$ cat src/rtl/fft_pkg.sv
// Shared types and helpers for the 8-point FFT input sequencer.
// Fixed FFT size; sample width in types is the default build width.
package fft_pkg;

  localparam int FFT_N     = 8;
  localparam int FFT_LOG2N = 3;
  localparam int FFT_W     = 16;

  typedef logic signed [FFT_W-1:0] sample_t;
  typedef sample_t [FFT_N-1:0]     frame_t;

  // Reverse the three address bits: 0,4,2,6,1,5,3,7 for k=0..7
  function automatic logic [FFT_LOG2N-1:0] bitrev3(
    input logic [FFT_LOG2N-1:0] k
  );
    return {k[0], k[1], k[2]};
  endfunction

endpackage

$ cat src/rtl/fft_seq_bank.sv
// One 8-entry sample bank with indexed write, full flag and frame read.
// Optional macro FFT_SEQ_FRAME_TAG_EN adds a per-bank frame tag.
module fft_seq_bank
  import fft_pkg::*;
#(
  parameter int WIDTH = 16
) (
  input  logic                           clk,
  input  logic                           rst,
  input  logic                           i_we,
  input  logic [FFT_LOG2N-1:0]           i_widx,
  input  logic [WIDTH-1:0]               i_wdata,
  input  logic                           i_set_full,
  input  logic                           i_clr_full,
`ifdef FFT_SEQ_FRAME_TAG_EN
  input  logic [7:0]                     i_tag,
  output logic [7:0]                     o_tag,
`endif
  output logic                           o_full,
  output logic [FFT_N-1:0][WIDTH-1:0]    o_frame
);

  logic [FFT_N-1:0][WIDTH-1:0] r_mem;
  logic                        r_full;

  // Sample storage and full flag; writes only land while not full
  always_ff @(posedge clk) begin
    if (rst) begin
      r_mem  <= '0;
      r_full <= 1'b0;
    end else begin
      if (i_we)
        r_mem[i_widx] <= i_wdata;
      if (i_set_full)
        r_full <= 1'b1;
      else if (i_clr_full)
        r_full <= 1'b0;
    end
  end

`ifdef FFT_SEQ_FRAME_TAG_EN
  logic [7:0] r_tag;

  // Capture the frame number when this bank's frame completes
  always_ff @(posedge clk) begin
    if (rst)
      r_tag <= '0;
    else if (i_set_full)
      r_tag <= i_tag;
  end

  assign o_tag = r_tag;
`endif

  assign o_full  = r_full;
  assign o_frame = r_mem;

endmodule

$ cat src/rtl/fft_input_sequencer.sv
// Streaming bit-reverse front-end for the 8-point FFT, ping-pong banks.
// Optional macro FFT_SEQ_FRAME_TAG_EN adds the m_tag frame number output.
module fft_input_sequencer
  import fft_pkg::*;
#(
  parameter int WIDTH = 16
) (
  input  logic                    clk,
  input  logic                    rst,
  input  logic                    s_valid,
  output logic                    s_ready,
  input  logic signed [WIDTH-1:0] s_data,
  output logic                    m_valid,
  input  logic                    m_ready,
  output logic signed [WIDTH-1:0] m_data [FFT_N-1:0]
`ifdef FFT_SEQ_FRAME_TAG_EN
  ,
  output logic [7:0]              m_tag
`endif
);

  logic                   r_wr_bank;
  logic                   r_rd_bank;
  logic [FFT_LOG2N-1:0]   r_wr_idx;

  logic [1:0]                        w_full;
  logic [1:0][FFT_N-1:0][WIDTH-1:0]  w_frame;
  logic                              w_accept;
  logic                              w_last;
  logic                              w_drain;
  logic [FFT_LOG2N-1:0]              w_widx;

`ifdef FFT_SEQ_FRAME_TAG_EN
  logic [7:0]       r_tag_cnt;
  logic [1:0][7:0]  w_tag;
`endif

  assign s_ready  = !rst && !w_full[r_wr_bank];
  assign m_valid  = w_full[r_rd_bank];
  assign w_accept = s_valid && s_ready;
  assign w_last   = w_accept &&
                    (r_wr_idx == FFT_LOG2N'(FFT_N - 1));
  assign w_drain  = m_valid && m_ready;
  assign w_widx   = bitrev3(r_wr_idx);

  for (genvar g = 0; g < 2; g++) begin : g_bank
    localparam logic B = 1'(g);

    fft_seq_bank #(
      .WIDTH (WIDTH)
    ) u_bank (
      .clk        (clk),
      .rst        (rst),
      .i_we       (w_accept && (r_wr_bank == B)),
      .i_widx     (w_widx),
      .i_wdata    (s_data),
      .i_set_full (w_last && (r_wr_bank == B)),
      .i_clr_full (w_drain && (r_rd_bank == B)),
`ifdef FFT_SEQ_FRAME_TAG_EN
      .i_tag      (r_tag_cnt),
      .o_tag      (w_tag[g]),
`endif
      .o_full     (w_full[g]),
      .o_frame    (w_frame[g])
    );
  end

  // Write pointer: advance per accepted sample, flip bank on 8th
  always_ff @(posedge clk) begin
    if (rst) begin
      r_wr_idx  <= '0;
      r_wr_bank <= 1'b0;
    end else if (w_accept) begin
      r_wr_idx <= r_wr_idx + 1'b1;
      if (w_last)
        r_wr_bank <= ~r_wr_bank;
    end
  end

  // Read pointer: flip bank when the presented frame is taken
  always_ff @(posedge clk) begin
    if (rst)
      r_rd_bank <= 1'b0;
    else if (w_drain)
      r_rd_bank <= ~r_rd_bank;
  end

`ifdef FFT_SEQ_FRAME_TAG_EN
  // Frame number counter, bumped as each frame completes
  always_ff @(posedge clk) begin
    if (rst)
      r_tag_cnt <= '0;
    else if (w_last)
      r_tag_cnt <= r_tag_cnt + 1'b1;
  end

  assign m_tag = w_tag[r_rd_bank];
`endif

  // Present the read bank straight from its registers
  always_comb begin
    for (int j = 0; j < FFT_N; j++)
      m_data[j] = w_frame[r_rd_bank][j];
  end

endmodule

$ cat config.mk
export PLATFORM = sky130hd
export DESIGN_NAME = fft_input_sequencer
export DESIGN_NICKNAME = d
export VERILOG_FILES = /design/src/rtl/fft_pkg.sv /design/src/rtl/fft_seq_bank.sv /design/src/rtl/fft_input_sequencer.sv
export SDC_FILE = /design/constraint.sdc
export NUM_CORES = 1
export LEC_CHECK = 0
export ABC_AREA = 1
export CAP_MARGIN = 20
export CORE_MARGIN = 2
export CORE_UTILIZATION = 30
export CTS_BUF_LIST = sky130_fd_sc_hd__clkbuf_4
export DETAILED_ROUTE_END_ITERATION = 12
export PLACE_DENSITY_LB_ADDON = 0.08
export SYNTH_ARGS = -nofsm -noshare
export SYNTH_HDL_FRONTEND = slang
export SYNTH_SLANG_ARGS = --single-unit
$ cat constraint.sdc
create_clock -name clk -period 2.4 [get_ports clk]
set_input_delay 0.72 -clock clk [delete_from_list [all_inputs] [get_ports clk]]
set_output_delay 0.72 -clock clk [all_outputs]
set_load 0.005 [all_outputs]
* After elaboration in Yosys (flattened, before gate mapping)
Index checks and enable logic that the tools add are counted.
Operators by class: add/subtract/negate cells 1, $lt $le $gt $ge 4, equality and inequality tests 1, multiplexer cells 14, bitwise gates (word level) 2, reductions and logical operators 16
Operator list (number):
- 128-bit bitwise mux | 2
- 128-bit 2-to-1 mux | 2
- 16-bit demux with 3-bit select | 1
- 16-bit 2-to-1 mux | 1
- 1-bit logical AND | 11
- 1-bit 2-to-1 mux | 8
- 1-bit by 2-bit < comparator with 1-bit output (second input constant) | 2
- 3-bit by 4-bit < comparator with 1-bit output (second input constant) | 1
- 2-bit nonzero test | 2
- 3-bit by 1-bit adder with 3-bit output (second input constant) | 1
- 3-bit == test (second input constant) | 1
- 3-bit by 1-bit greater-or-equal comparator with 1-bit output (second input constant) | 1
- 1-bit zero test | 2
- 1-bit inverter | 2
- 2-bit AND reduction | 1
Word-level totals: register bits after elaboration 263, input bits 20, output and inout port bits 130

* Longest topological paths before layout
Gate-level depths: netlist of the first run.
depth after elaboration 8, gate-level depth with buffers 9, gate-level depth less buffers 8

* Hierarchy
Synthesis of the first run repeated with hierarchy kept, for this count alone.
Unflattened totals: cell total of the unflattened synthesis 1916, area total of the unflattened synthesis 12186.7 sq um
By module, submodules not included:
- fft_seq_bank | times used 2, cells an instance 730, area each 5134.9 sq um, sequential area each 2582.5 sq um
- fft_input_sequencer | times used 1, cells an instance 456, area each 1916.8 sq um, sequential area each 100.1 sq um

* Worst setup path after synthesis of the first run
No wires, ideal clock.
path type register -> output, from reg r_rd_bank, to out m_data[100] (netlist name), arrival 1.298 ns, path slack 0.382 ns, cell stages (with the launch flop) 7, cells stage by stage dfxtp_1 -> buf_2 -> buf_2 -> clkbuf_1 -> clkbuf_1 -> nand2_1 -> o21ai_0
RTL lines:
- from (decl) | line fft_input_sequencer.sv:23 | logic r_rd_bank;
- from (signal assigned) | line fft_input_sequencer.sv:85 | r_rd_bank <= ~r_rd_bank;
- to (decl) | line fft_input_sequencer.sv:15 | output logic signed [WIDTH-1:0] m_data [FFT_N-1:0]

==> results of run 1 <==
-- sequential cells by signal, indices dropped and copies added, names as in the netlist --
name	flops
r_wr_idx	3
g_bank.u_bank.o_full	2
r_wr_bank	1
r_rd_bank	1
g_bank.u_bank.o_frame	256
-- routing by layer --
layer / track usage [%] / vias up / routed length (microns)
met4: 5.71 / 0 / 805
met1: 26.2 / 5429 / 20000
met5: 0 / - / 0
met2: 30.8 / 222 / 18800
li1: - / 6453 / -
met3: 3.72 / 65 / 1730
-- synthesized netlist by cell type (all sizes together) --
cell type	n	area, sq um
nand2	654	2450
dfxtp	263	5270
o21ai	132	661
nand4	16	205
clkbuf	80	300
inv	268	1010
nor2	518	1950
nand3	1	5.00
ha	6	75.1
clkinv	1	3.75
a21oi	7	35.0
buf	61	320
-- worst max-delay path by stage --
stage / end / slack (ns) / cells past startpoint
floorplan: m_data[100] / 0.38 / 6
global route: m_data[118] / -0.49 / 7
finish: m_data[118] / -0.40 / 7
detailed placement: s_ready / -0.29 / 5
CTS: m_data[115] / -0.58 / 5
global placement: s_ready / -0.28 / 5
-- through the flow --
stage	setup slack [ns]	instance area, sq um
after CTS	-0.579	17200
final	-0.395	18100
after floorplan	0.382	12300
after global placement	-0.285	14700
after detailed placement	-0.287	14700
after global routing	-0.491	18100
-- cell type report --
type	instances	area, sq um
diodes	3	7.51
clock buffers	104	781
clock inverters	8	30.0
fillers	4200	22600
inverters	269	1010
multi-input cells	1334	6700
flip-flops and latches	263	5270
well taps	532	666
repair buffers	338	3600
-- report_power, final --
part | total [mW] | switching [mW] | internal, mW
logic | 0.623 | 0.413 | 0.210
clock network | 3.83 | 1.88 | 1.95
registers | 4.43 | 0.0158 | 4.42
total | 8.89 | 2.31 | 6.58
-- worst register-to-register path, delay by kind of cell (launching register included) --
family | cells | cell delay [ns]
buffers and inverters | 3 | 0.83
and+or+nand+nor | 4 | 0.50
DFF | 1 | 0.37
-- cells by family (layout without fill, tap and decap cells) --
logic type / Yosys count / count (layout) / share of synthesized area [%]
other cells: 0 / 3 / 0
compound gates: 139 / 139 / 5.66
flops: 263 / 263 / 42.9
buf+inv: 410 / 719 / 13.3
fa+ha+maj: 6 / 6 / 0.611
simple gates: 1189 / 1189 / 37.6
-- cell usage in the layout, fill, tap and decap left out, drive strengths merged, types with 6 or more instances in the layout --
cell,count
dfxtp,263
ha,6
nand2,654
buf,313
a21oi,7
clkinv,9
inv,268
clkdlybuf4s50,18
clkbuf,108
nor2,518
o21ai,132
nand4,16
-- timing repair --
action,in CTS,in global routing
gates cloned,20,4
setup endpoints to repair,130,130
pin swaps,60,29
setup buffers,72,48
gates resized for setup,861,222
==> results.cfg, run 1 <==
[floorplan]
die_w_microns = 206
start_util_pct = 30.2
placementRows = 74
io_pins = 150
dieArea_sq_um = 42600
core-area_sq_um = 40600
die_h_microns = 206

[drt]
wirelength_microns = 41300
drc = 0
vias_per_cell = 4.27
vias = 12200
dr.pass1.iters = 6
wire_per_inst_microns = 14.5
drt-initial-drc-count = 607
postRouteAntennaNets = 0

[critical_path]
slowest_stage = dfxtp_4
rrSetupSlack_ns = 0.59
worstReg2RegStart = r_wr_bank
cp_slowest_stage_delay_ns = 0.40
worstPathArrival_ns = 2.08
critical_path.startpoint_type = flop
crit_top_cell = buf_12
path_buf_inv = 6
crit_fanout = 8
cp_cell_sequence = buf_12 > buf_12 > buf_8 > buf_16 > buf_12 > o21ai_4 > buf_2
end_kind = output port
critPathKind = reg -> out
r2r-end = g_bank[0].u_bank.o_frame[99]
required_ns = 1.68
rr_worst_depth = 7
crit_start = r_rd_bank
crit_family = buffers and inverters

[synth]
synth_area_sq_um = 12300
syn_area_per_cell_sq_um = 6.12
seq_area_frac_synth_pct = 42.9
ys_warn_count = 0
synth.distinct_cells = 18
synth_nets = 2033
ys_ff_latch = 263
syn_inst = 2007

[worst_hold_path]
whs_path_depth = 2
hold_start = g_bank[0].u_bank.o_full
holdPathEnd = g_bank[0].u_bank.o_full
hp-class = reg -> reg

[global_route]
grt-ovfl-total = 0
grt_pass1_wl_microns = 62800
grt_max_degree = 155
grt_pass1_vias = 11400
grt_usage_pct = 19.2
antenna_found_initial = 2

[finish]
drive_gt1_share_pct = 27.5
final_util_pct = 44.5
area_growth_pct = 47.2
nNetsFinal = 2310
instances_no_fill = 2851

[cts]
cts-root-buf = clkbuf_4
cts_hold_buf = 0
cts_tree = yes
clock-sinks = 263
clockBufferDepth = 3
clk_pin_slew_ns = 0.06
numCtsBuffers = 78
htree_levels = 3
clk_latency_ns = 0.74

[placed_design]
port_buffers = 149
dp.cells = 2623
place_hpwl_microns = 20800
gp_congestion = 0.715

[power]
max-vdd-ir-drop_mv = 0.230
leakage_nw = 10.3
power_mw = 8.89
power_density_nw_per_um2 = 492

[timing]
fin_ws_ns = -0.395
worst-slew-pin-transition_ns = 0.762
setup_viol = 127
fin_setup_tns_ns = -29.28
finalWorstPathRequiredPeriod_ns = 2.80
slew_violations = 0
fin_hold_ws_ns = 0.482
timing.fmax_ghz = 0.358
max_slew_margin_pct = 49.2
finalCritPeriodShare_pct = 116
rsz0062_at_grt = true
hold_viol = 0
skew_ns = 0.0463

[status]
violations = setup timing
status = finished, violations left

[run]
drv_cap = 0
No activity file was read; power rests on OpenSTA's default activity.
==> run 2: changes to the inputs <==
- GPL_TIMING_DRIVEN: default -> 0
==> run 2 against run 1 <==
  * The flow still finishes with violations (setup timing)
  * Critical path depth unchanged
  * First-iteration DRC count up 27%
  * Clock power up 9.7%
  * Count of clock-buffer cells in the layout up 12
  * Register-to-register slack worse by 0.17 ns
  * Non-clock buffer count down 29
  * Critical endpoint is now m_data[123]
==> results.cfg, run 2 (synthesized netlist as in run 1, its figures left out) <==
[status]
status = finished, violations left
violations = setup timing

[power]
power_density_nw_per_um2 = 561
power.share.switching_pct = 27.2
p_clk_share_pct = 45.2
seqPwrFrac_pct = 47.7
p_int_mw = 6.77
power.switching_mw = 2.53
comb_power_share_pct = 7.2
max-vdd-ir-drop_mv = 0.274
leakage_nw = 9.19

[critical_path]
cp_slowest_stage_delay_ns = 0.34
worstPathArrival_ns = 2.04
crit_family = buffers and inverters
critPathKind = reg -> out
crit_top_cell = buf_8
required_ns = 1.68
path_buf_inv = 6
cp_cell_sequence = buf_8 > buf_6 > buf_16 > buf_8 > clkbuf_16 > o21ai_4 > buf_2
slowest_stage = dfxtp_4
crit_fanout = 7
end_kind = output port
critical_path.startpoint_type = flop

[cts]
htree_levels = 3
numCtsBuffers = 80
clk_latency_ns = 0.73
cts_tree = yes
cts-root-buf = clkbuf_4
clk_pin_slew_ns = 0.06
clock-sinks = 263
cts_hold_buf = 0
clockBufferDepth = 3

[drt]
dr.pass1.iters = 5
wire_per_inst_microns = 17.5
wirelength_microns = 49800
vias = 12700
drc = 0
postRouteAntennaNets = 0
vias_per_cell = 4.47
drt-initial-drc-count = 771

[floorplan]
die_h_microns = 206
dieArea_sq_um = 42600
start_util_pct = 30.2
core-area_sq_um = 40600
placementRows = 74
die_w_microns = 206
io_pins = 150

[timing]
worst-slew-pin-transition_ns = 1.15
max_slew_margin_pct = 23.6
fin_setup_tns_ns = -31.80
rsz0062_at_grt = true
hold_viol = 0
skew_ns = 0.0281
finalCritPeriodShare_pct = 115
slew_violations = 0
finalWorstPathRequiredPeriod_ns = 2.76
setup_viol = 129
fin_ws_ns = -0.361
timing.fmax_ghz = 0.362

[placed_design]
dp.cells = 2676
place_hpwl_microns = 31900
port_buffers = 132
gp_congestion = 0.788
place_area_sq_um = 14400

[finish]
multi_input_area_sq_um = 6390
instances_no_fill = 2840
regArea_sq_um = 5270
nNetsFinal = 2283
largest_register_ffs = 256
final_common_cell = nand2_1
layout_common_cells = nand2_1, nor2_1, inv_1
fillers = 4456
final_cell_area_sq_um = 16600
drive_gt1_share_pct = 24.3
area_growth_pct = 34.9

[global_route]
grt-ovfl-total = 0
antenna_found_initial = 4
grt_pass1_vias = 12200
grt_usage_pct = 23.8
grt_max_degree = 11
grt_pass1_wl_microns = 74000

[run]
drv_cap = 0

[worst_hold_path]
hp-class = in -> reg
run 2: cell types whose count changed in the layout (fill, tap and decap cells not counted), sizes merged:
cell,previous run,this run
diode,3,2
buf,313,225
clkbuf,108,195
clkinv,9,13
dlymetal6s2s,1,0
inv,268,271
clkdlybuf4s50,18,1
clkdlybuf4s15,1,3
run 2: final timing paths:
| kind | start | endpoint | slack (ns) | cells past startpoint |
|---|---|---|---|---|
| max | r_rd_bank | m_data[123] | -0.36 | 7 |
| min reg2reg | g_bank[0].u_bank.o_full | g_bank[0].u_bank.o_full | 0.48 | 2 |
| min | rst | g_bank[1].u_bank.o_full | 0.43 | 2 |
| max reg2reg | r_wr_bank | g_bank[0].u_bank.o_frame[44] | 0.42 | 7 |
run 2: repair_timing:
item	4_1_cts	5_1_grt
pin swaps	25	22
gates cloned	12	1
resized for setup	913	119
buffers inserted	23	4
setup endpoints to repair	130	130
run 2: power by group through the flow:
stage | Combinational, mW | Clock (mW) | Sequential (mW)
after floorplan | 0.301 | 0 | 4.53
after global placement | 0.648 | 0 | 4.53
after detailed placement | 0.667 | 0 | 4.53
after CTS | 0.665 | 4.34 | 4.43
after global routing | 0.722 | 4.59 | 4.43
final | 0.665 | 4.20 | 4.43
run 2: worst reg2reg max path, stage by stage (launching register included):
cell and delay, ns:
dfxtp_1 0.38, buf_6 0.21, clkinv_1 0.35, nand4_1 0.39, buf_2 0.32, nand2_1 0.09
nand2_1 0.08, nor2_1 0.05
run 2: layer usage:
| metal | GRT usage (%) | share of wire, % |
|---|---|---|
| met5 | 0 | 0.014 |
| met4 | 10.3 | 3.5 |
| met3 | 4.21 | 5.7 |
| met2 | 36.7 | 44 |
| met1 | 32.4 | 47 |
run 2: layout make-up:
type / count / area share [%]
Inverter: 269 / 6.10
Sequential cell: 263 / 31.8
Antenna cell: 2 / 0.0302
Clock buffer: 116 / 5.26
Tap cell: 532 / 4.02
Multi-Input combinational cell: 1334 / 38.6
Timing Repair Buffer: 173 / 7.79
Buffer: 136 / 6.08
Clock inverter: 15 / 0.340
run 2: stage by stage:
| stage | hold slack (ns) | utilization, % | power, mW | setup WS (ns) |
|---|---|---|---|---|
| after floorplan | 0.437 | - | 4.83 | 0.382 |
| after global placement | 0.450 | 35.1 | 5.18 | -1.24 |
| after detailed placement | 0.455 | 35.3 | 5.20 | -1.22 |
| after CTS | 0.360 | 40.3 | 9.44 | -0.440 |
| after global routing | 0.414 | 40.8 | 9.74 | -0.420 |
| final | 0.431 | 40.8 | 9.30 | -0.361 |
==> run 3: changes to the inputs <==
- CAP_MARGIN: 20 -> default
- CORE_MARGIN: 2 -> default
- CTS_CLUSTER_DIAMETER: default -> 80
==> run 3 against run 2 <==
  * Clock skew increased by 0.0060 ns
  * First-iteration DRC count is 6.9% higher
  * Worst hold slack improved by 0.013 ns
  * Critical endpoint is now m_data[53]
  * Combinational power decreased by 3.0%
  * Clock power shrank 2%
  * The run still ends with setup timing left
  * Count of clock-buffer cells in the layout decreased by 5
  * Highest routed layer is now met4
  * Sequential share of layout area decreased by 0.21 points
  * Worst setup slack got worse by 0.012 ns
  * Largest cell class unchanged
  * Via count is 0.14% higher
  * Non-clock buffer count rose by 3
  * Critical path depth unchanged
==> results.cfg, run 3 (synthesized netlist as in run 1, its figures left out) <==
[cts]
clockBufferDepth = 3
htree_levels = 3
cts-root-buf = clkbuf_4
cts_hold_buf = 0
cts_tree = yes
clk_latency_ns = 0.74
numCtsBuffers = 79
clock-sinks = 263
clk_pin_slew_ns = 0.06

[finish]
drive_gt1_share_pct = 24.7
area_growth_pct = 35.7
final_common_cell = nand2_1
layout_common_cells = nand2_1, nor2_1, inv_1
final_util_pct = 41.6
nNetsFinal = 2285
instances_no_fill = 2830
largest_register_ffs = 256

[power]
p_int_mw = 6.67
power_density_nw_per_um2 = 550
p_clk_share_pct = 44.6
comb_power_share_pct = 7.0
max-vdd-ir-drop_mv = 0.272
leakage_nw = 9.71
power.share.switching_pct = 27.3
power.switching_mw = 2.51
power_mw = 9.17
seqPwrFrac_pct = 48.3

[status]
status = finished, violations left
violations = setup timing

[placed_design]
dp.cells = 2664
place_hpwl_microns = 31000
gp_congestion = 0.813
port_buffers = 132

[timing]
hold_viol = 0
worst-slew-pin-transition_ns = 1.30
setup_viol = 129
max_slew_margin_pct = 13.6
timing.fmax_ghz = 0.361
skew_ns = 0.0341
fin_setup_tns_ns = -38.21
slew_violations = 0
fin_hold_ws_ns = 0.443
fin_ws_ns = -0.373
finalWorstPathRequiredPeriod_ns = 2.77
rsz0062_at_grt = true
finalCritPeriodShare_pct = 116

[critical_path]
critical_path.startpoint_type = flop
worstPathArrival_ns = 2.05
critPathKind = reg -> out
crit_fanout = 10
crit_start = r_rd_bank
end_kind = output port
worstReg2RegStart = r_wr_bank
required_ns = 1.68

[floorplan]
die_w_microns = 204
dieArea_sq_um = 41800
start_util_pct = 30.6
io_pins = 150
die_h_microns = 204
core-area_sq_um = 40100
placementRows = 73

[drt]
vias_per_cell = 4.49
wirelength_microns = 50200
vias = 12700
drt-initial-drc-count = 824
postRouteAntennaNets = 0
dr.pass1.iters = 5
drc = 0
wire_per_inst_microns = 17.7

[worst_hold_path]
hp-class = in -> reg
hold_start = rst

[global_route]
grt_pass1_wl_microns = 73100
antenna_found_initial = 1
grt-ovfl-total = 0
grt_usage_pct = 23.9
grt_max_degree = 11
grt_pass1_vias = 11800

[run]
drv_cap = 0
==> run 3: cell types whose count changed in the layout (fill, tap and decap cells not counted), sizes merged <==
cell	before	now
clkbuf	195	199
clkdlybuf4s15	3	0
diode	2	1
buf	225	222
clkinv	13	12
inv	271	272
==> run 3: final cells by class <==
cell class,count,area [sq um]
Sequential cell,263,5270
Clock buffer,111,833
Tap cell,525,657
Clock inverter,15,56.3
Fill cell,4352,23400
Inverter,269,1010
Multi-Input combinational cell,1334,6480
Antenna cell,1,2.50
Timing Repair Buffer,172,1270
Buffer,140,1090
==> run 3: power groups by stage <==
stage | logic, mW | registers [mW] | clock network [mW]
after floorplan | 0.301 | 4.53 | 0
after global placement | 0.646 | 4.53 | 0
after detailed placement | 0.649 | 4.53 | 0
after CTS | 0.642 | 4.43 | 4.22
after global routing | 0.698 | 4.43 | 4.44
final | 0.645 | 4.43 | 4.10
==> run 3: through the flow <==
stage / instance area (sq um) / worst slack (ns)
floorplan: 12300 / 0.382
global route: 16700 / -0.473
CTS: 16000 / -0.481
global placement: 14300 / -1.23
detailed placement: 14300 / -1.25
finish: 16700 / -0.373
==> run 3: final timing paths <==
check	endpoint	slack (ns)	cells after the start
hold / removal	r_rd_bank	0.44	2
setup / recovery	m_data[53]	-0.37	7
hold reg to reg	g_bank[0].u_bank.o_full	0.49	2
setup reg to reg	g_bank[0].u_bank.o_frame[45]	0.33	8
==> run 3: routing by layer <==
layer / up-vias / global-route usage, % / wire length [microns]
met1: 5866 / 32.4 / 23400
li1: 6413 / - / -
met2: 343 / 37.6 / 22400
met5: - / 0 / 0
met4: 0 / 8.24 / 1520
met3: 84 / 4.59 / 2860
==> run 3: repair_timing <==
item / CTS / global route
pin swaps: 22 / 7
resized for setup: 925 / 139
setup endpoints to repair: 130 / 130
gates cloned: 10 / 8
buffers inserted: 17 / 6
==> run 3: critical path, stage by stage (launching register included) <==
cell	delay, ns
dfxtp_4	0.37
buf_8	0.12
buf_12	0.14
clkbuf_16	0.19
clkbuf_16	0.17
nand2_1	0.06
o21ai_1	0.10
buf_2	0.15
